**config.mk**
```make
export PLATFORM = sky130hd
export DESIGN_NAME = mos6502s_instruction_prefetch
export DESIGN_NICKNAME = d
export VERILOG_FILES = /design/src/rtl/mos6502s_pkg.sv /design/src/rtl/mos6502s_opcode_length.sv /design/src/rtl/mos6502s_instruction_prefetch.sv
export SDC_FILE = /design/constraint.sdc
export NUM_CORES = 1
export LEC_CHECK = 0
export BUFFER_PORTS_ARGS = -buffer_cell sky130_fd_sc_hd__buf_4
export CORE_MARGIN = 1
export CORE_UTILIZATION = 60
export CTS_CLUSTER_SIZE = 16
export DETAILED_ROUTE_END_ITERATION = 6
export GPL_ROUTABILITY_DRIVEN = 0
export PLACE_DENSITY = 0.79
export SLEW_MARGIN = 20
export SYNTH_ARGS = -nofsm -noshare
export SYNTH_HDL_FRONTEND = slang
export SYNTH_HIERARCHICAL = 1
export SYNTH_SLANG_ARGS = --single-unit
```
**constraint.sdc**
```tcl
create_clock -name clk -period 4.4 [get_ports clk]
set_input_delay 0 -clock clk [delete_from_list [all_inputs] [get_ports clk]]
set_output_delay 0 -clock clk [all_outputs]
set_load 0.1 [all_outputs]
```
**src/rtl/mos6502s_pkg.sv**
```systemverilog
// Shared types and constants for the 6502 instruction prefetch queue.
package mos6502s_pkg;

    typedef enum logic [1:0] {
        StOpc = 2'd0,
        StLo  = 2'd1,
        StHi  = 2'd2
    } asm_state_e;

    typedef logic [1:0] len_t;

    localparam len_t LenNone  = 2'd0;
    localparam len_t LenOne   = 2'd1;
    localparam len_t LenTwo   = 2'd2;
    localparam len_t LenThree = 2'd3;

    typedef struct packed {
        logic [7:0]  opcode;
        logic [15:0] operand;
        len_t        len;
    } instr_t;

endpackage

```
**src/rtl/mos6502s_opcode_length.sv**
```systemverilog
// Combinational NMOS 6502 instruction length decode (documented opcodes; all others are 1 byte).
module mos6502s_opcode_length
    import mos6502s_pkg::*;
(
    input  logic [7:0] opcode,
    output len_t       len
);

    always_comb begin
        len = LenOne;
        case (opcode)
            // absolute, absolute indexed, indirect, JSR
            8'h20, 8'h4C, 8'h6C,
            8'h0D, 8'h0E, 8'h19, 8'h1D, 8'h1E,
            8'h2C, 8'h2D, 8'h2E, 8'h39, 8'h3D, 8'h3E,
            8'h4D, 8'h4E, 8'h59, 8'h5D, 8'h5E,
            8'h6D, 8'h6E, 8'h79, 8'h7D, 8'h7E,
            8'h8C, 8'h8D, 8'h8E, 8'h99, 8'h9D,
            8'hAC, 8'hAD, 8'hAE, 8'hB9, 8'hBC, 8'hBD, 8'hBE,
            8'hCC, 8'hCD, 8'hCE, 8'hD9, 8'hDD, 8'hDE,
            8'hEC, 8'hED, 8'hEE, 8'hF9, 8'hFD, 8'hFE: len = LenThree;
            // immediate, zero page (indexed/indirect), relative
            8'h09, 8'h29, 8'h49, 8'h69, 8'hA0, 8'hA2, 8'hA9, 8'hC0, 8'hC9, 8'hE0, 8'hE9,
            8'h05, 8'h06, 8'h24, 8'h25, 8'h26, 8'h45, 8'h46, 8'h65, 8'h66,
            8'h84, 8'h85, 8'h86, 8'hA4, 8'hA5, 8'hA6, 8'hC4, 8'hC5, 8'hC6,
            8'hE4, 8'hE5, 8'hE6,
            8'h15, 8'h16, 8'h35, 8'h36, 8'h55, 8'h56, 8'h75, 8'h76,
            8'h94, 8'h95, 8'h96, 8'hB4, 8'hB5, 8'hB6, 8'hD5, 8'hD6, 8'hF5, 8'hF6,
            8'h01, 8'h21, 8'h41, 8'h61, 8'h81, 8'hA1, 8'hC1, 8'hE1,
            8'h11, 8'h31, 8'h51, 8'h71, 8'h91, 8'hB1, 8'hD1, 8'hF1,
            8'h10, 8'h30, 8'h50, 8'h70, 8'h90, 8'hB0, 8'hD0, 8'hF0: len = LenTwo;
            default: len = LenOne;
        endcase
    end

endmodule

```
**src/rtl/mos6502s_instruction_prefetch.sv**
```systemverilog
// Assembles fetched bytes into whole 6502 instructions and queues them in a small FIFO.
// Optional macro MOS6502S_PREFETCH_PC_EN adds fetch-PC tracking and a per-entry opcode PC.
module mos6502s_instruction_prefetch
    import mos6502s_pkg::*;
#(
    parameter int unsigned DEPTH  = 4,
    parameter int unsigned DATA_W = 8
) (
    input  logic                   clk,
    input  logic                   rst,
    input  logic                   flush,
    input  logic                   in_valid,
    input  logic [DATA_W-1:0]      in_data,
    output logic                   in_ready,
    output logic                   out_valid,
    input  logic                   out_ready,
    output logic [7:0]             out_opcode,
    output logic [15:0]            out_operand,
    output logic [1:0]             out_len,
`ifdef MOS6502S_PREFETCH_PC_EN
    input  logic                   pc_load,
    input  logic [15:0]            pc_value,
    output logic [15:0]            out_pc,
`endif
    output logic [$clog2(DEPTH):0] count
);

    localparam int unsigned PtrW = $clog2(DEPTH);
    localparam int unsigned CntW = PtrW + 1;
    localparam logic [CntW-1:0] Full = CntW'(DEPTH);

    asm_state_e      state_q;
    logic [7:0]      opc_q, lo_q;
    len_t            len_q;
    logic [PtrW-1:0] wr_ptr_q, rd_ptr_q;
    logic [CntW-1:0] cnt_q;
    instr_t          mem [DEPTH];

    len_t   dec_len;
    logic   clear, accept, push, pop, empty;
    instr_t push_entry, head;

    mos6502s_opcode_length u_len (
        .opcode (in_data),
        .len    (dec_len)
    );

`ifdef MOS6502S_PREFETCH_PC_EN
    logic [15:0] pc_q, opc_pc_q, push_pc;
    logic [15:0] mem_pc [DEPTH];
    // A PC load invalidates everything fetched from the old address.
    assign clear   = flush | pc_load;
    assign push_pc = (state_q == StOpc) ? pc_q : opc_pc_q;
    assign out_pc  = empty ? 16'h0000 : mem_pc[rd_ptr_q];
`else
    assign clear = flush;
`endif

    assign empty    = (cnt_q == '0);
    assign in_ready = (cnt_q != Full) && !clear;
    assign accept   = in_valid && in_ready;
    assign pop      = !empty && out_ready;
    assign head     = mem[rd_ptr_q];

    always_comb begin
        push       = 1'b0;
        push_entry = '0;
        if (accept) begin
            case (state_q)
                StOpc: begin
                    push       = (dec_len == LenOne);
                    push_entry = '{opcode: in_data, operand: 16'h0000, len: LenOne};
                end
                StLo: begin
                    push       = (len_q == LenTwo);
                    push_entry = '{opcode: opc_q, operand: {8'h00, in_data}, len: LenTwo};
                end
                StHi: begin
                    push       = 1'b1;
                    push_entry = '{opcode: opc_q, operand: {in_data, lo_q}, len: LenThree};
                end
                default: ;
            endcase
        end
    end

    always_ff @(posedge clk) begin
        if (!rst) begin
            state_q  <= StOpc;
            opc_q    <= '0;
            lo_q     <= '0;
            len_q    <= LenNone;
            wr_ptr_q <= '0;
            rd_ptr_q <= '0;
            cnt_q    <= '0;
`ifdef MOS6502S_PREFETCH_PC_EN
            pc_q     <= '0;
            opc_pc_q <= '0;
`endif
        end else if (clear) begin
            state_q  <= StOpc;
            opc_q    <= '0;
            lo_q     <= '0;
            len_q    <= LenNone;
            wr_ptr_q <= '0;
            rd_ptr_q <= '0;
            cnt_q    <= '0;
`ifdef MOS6502S_PREFETCH_PC_EN
            if (pc_load) pc_q <= pc_value;
`endif
        end else begin
            if (accept) begin
`ifdef MOS6502S_PREFETCH_PC_EN
                pc_q <= pc_q + 16'd1;
`endif
                case (state_q)
                    StOpc: begin
                        if (dec_len != LenOne) begin
                            opc_q   <= in_data;
                            len_q   <= dec_len;
                            state_q <= StLo;
`ifdef MOS6502S_PREFETCH_PC_EN
                            opc_pc_q <= pc_q;
`endif
                        end
                    end
                    StLo: begin
                        lo_q    <= in_data;
                        state_q <= (len_q == LenThree) ? StHi : StOpc;
                    end
                    default: state_q <= StOpc;
                endcase
            end
            if (push) wr_ptr_q <= wr_ptr_q + PtrW'(1);
            if (pop)  rd_ptr_q <= rd_ptr_q + PtrW'(1);
            cnt_q <= cnt_q + CntW'(push) - CntW'(pop);
        end
    end

    always_ff @(posedge clk) begin
        if (rst && !clear && push) begin
            mem[wr_ptr_q] <= push_entry;
`ifdef MOS6502S_PREFETCH_PC_EN
            mem_pc[wr_ptr_q] <= push_pc;
`endif
        end
    end

    assign out_valid   = !empty;
    assign out_opcode  = empty ? 8'h00 : head.opcode;
    assign out_operand = empty ? 16'h0000 : head.operand;
    assign out_len     = empty ? LenNone : head.len;
    assign count       = cnt_q;

endmodule

```
==> reports/metrics.cfg <==
[power]
p_per_area_nw_per_um2=411
ir_worst_vdd_mv=0.312
power_leakage_nw=2.70

[worst_setup_path]
slowest_stage=dlygate4sd3_1
slowest_delay_ps=540
crit_chain=dlygate4sd3_1 > buf_4 > inv_1 > ha_1 > nor2b_1 > a21oi_2 > or3_1 > a311oi_1 > a211o_1 > and3b_1 > o311ai_2 > buf_4 > ha_1 > inv_1 > ha_1 > fa_1 > and2_1
startpoint_type=input pin
critPathArrivalTime_ps=3890
crit_top_cell=ha_1
r2r_setup_slack_ps=1490
endpoint_kind=register
critical_path_required_ps=4810
criticalPathCategory=in2reg
worstPathMaxFanout=14

[drt]
dr.pass1.iters=5
totalWireLength_um=12200
wl_per_cell_um=19.0
vias=3874
drtIter0Drc=277
drc=0
final_antenna_net_count=0
routed_via_density=6.06

[synthesis]
yosysMostFrequentCell=edfxtp_1
synthArstFlopShare_pct=0
yosys_most_used_dff=edfxtp_1
synth-seq-cells=133
ys_seq_area_share_pct=60.5
yosys_warnings=6
synthCells=442
synth_area_um2=6130
synth_cell_types=57
synth_edf_count=104
ys_top_cells_by_count=edfxtp_1 (104), dfxtp_1 (29), nor2_1 (29)
avgSynthCellArea_um2=13.9
synthDominantAreaCellType=edfxtp_1
yosysTopAreaCellShare_pct=51.0
synth_nets=471
synthTopCellsByArea=edfxtp_1 (51%), mux4_2 (9.6%), dfxtp_1 (9.5%)

[timing]
setup_viol=0
max_clock_freq_mhz=287
min_period_ps=3480
max_slew_margin_pct=35.8
timing.final.crit_share_pct=79.2
tightest_slew_ps=963
finClkSkew_ps=9.61
drv_slew=0
rsz0062_at_grt=no
hold_viol_final=0
setup_tns_ps=0

[run_status]
status=finished clean

[place]
port_buffers=43
dp_cells=598
hpwl_um=7180

[worst_hold_path]
hold_path.class=in2reg

[layout]
syn2layout_area_growth_pct=17.7
fin_cells=639
drive_gt1_share_pct=24.1
fin_nets=523
n_antenna_cell=0

[die]
die_y_um=103
row_count=36
pin_count=44
coreArea_um2=9820
die_area_um2=10600
start_util_pct=62.4
fp.dieW_um=103

[global_routing]
grt_use_met1_pct=31.8
antenna_found_initial=0
grt_overflow=0
grtUsageMet3_pct=6.31
gr-usage-met2_pct=43.9
track_usage_pct=25.8
grt_pass1_vias=3844
grt_max_degree=28
grt.busiest_layer=met2
grt_pass1_wl_um=19600

[clock_tree]
cts.clk_slew.worst_paths_ps=60
clk_latency_ps=510
cts_buffers=17
cts_sinks=133
cts_max_path_buffers=2
cts_tree=yes
h-tree-depth=4
cts_setup_buffers=0
cts_root_buffer=clkbuf_8

[run]
maxCapViolations=0

==> what timing repair did <==
action	CTS	global route
resized for setup	0	0
hold buffers	10	0
endpoints found under the hold margin	33	0
setup endpoints to repair	0	0
==> worst max-delay path, delay by kind of cell <==
family	cells	cell delay, ps
and+or+nand+nor	4	860
AOI/OAI and AO/OA	4	830
buffers and inverters	5	1090
adders and majority gates	4	1110
==> state kept, by name, summed over array words and instances, names as in the netlist, named ones only <==
signal,flops
rd_ptr_q,2
len_q,2
lo_q,8
wr_ptr_q,2
opc_q,8
mem,104
count,3
state_q,2
==> cells by family (layout without fill, tap and decap cells) <==
family,count (synthesis),in the layout,share of synthesized area (%)
buffers and inverters,49,113,3.68
AOI/OAI and AO/OA,69,69,8.42
xor gates and xnor gates,4,4,0.572
and+or+nand+nor,135,135,12.3
adders and majority gates,16,16,3.39
DFF,133,133,60.5
muxes,36,36,11.2
==> routing by layer <==
| layer | up-vias | routed length [um] |
|---|---|---|
| li1 | 1777 | - |
| met1 | 1912 | 4920 |
| met2 | 165 | 6280 |
| met3 | 20 | 781 |
| met4 | 0 | 175 |
| met5 | - | 0 |
==> placed cells by master (no fill, tap or decap), types with 17 or more instances in the layout <==
cell / n
edfxtp_1: 104
buf_4: 51
nor2_1: 29
nand2_1: 28
dfxtp_1: 28
mux4_2: 26
inv_1: 19
a21oi_1: 18
a22oi_1: 17
and2b_1: 17
==> final cells by class <==
cell class | instances | area, um^2
flip-flops and latches | 133 | 3700
fillers | 656 | 2610
multi-input cells | 260 | 2220
repair buffers | 61 | 483
clock buffers | 18 | 418
well taps | 133 | 166
clock inverters | 13 | 135
inverters | 21 | 80.1
==> where the power goes <==
group,switching [mW],total [mW],internal (mW),leakage (nW)
registers,0.00851,1.36,1.35,1.31
clock network,0.506,1.31,0.800,0.271
logic,0.215,0.301,0.0858,1.12
==> per-stage QoR <==
stage | utilization (%) | total power, mW | hold slack, ps | setup slack, ps | instance area, um^2
after floorplan | - | 1.61 | 142 | 379 | 6130
after global placement | 66.8 | 1.67 | 333 | 1100 | 6560
after detailed placement | 66.8 | 1.68 | 353 | 960 | 6560
after CTS | 73.4 | 2.97 | 53.2 | 962 | 7210
after global routing | 73.4 | 3.06 | 91.6 | 573 | 7210
final | 73.4 | 2.97 | 87.1 | 917 | 7210
==> worst paths after layout <==
kind | start | to | cells past startpoint
min reg2reg | len_q[0] | len_q[0] | 2
max reg2reg | state_q[1] | count[2] | 11
max | in_data[1] | count[1] | 17
min | in_valid | lo_q[5] | 4
Power figures use the tool's default switching activity.
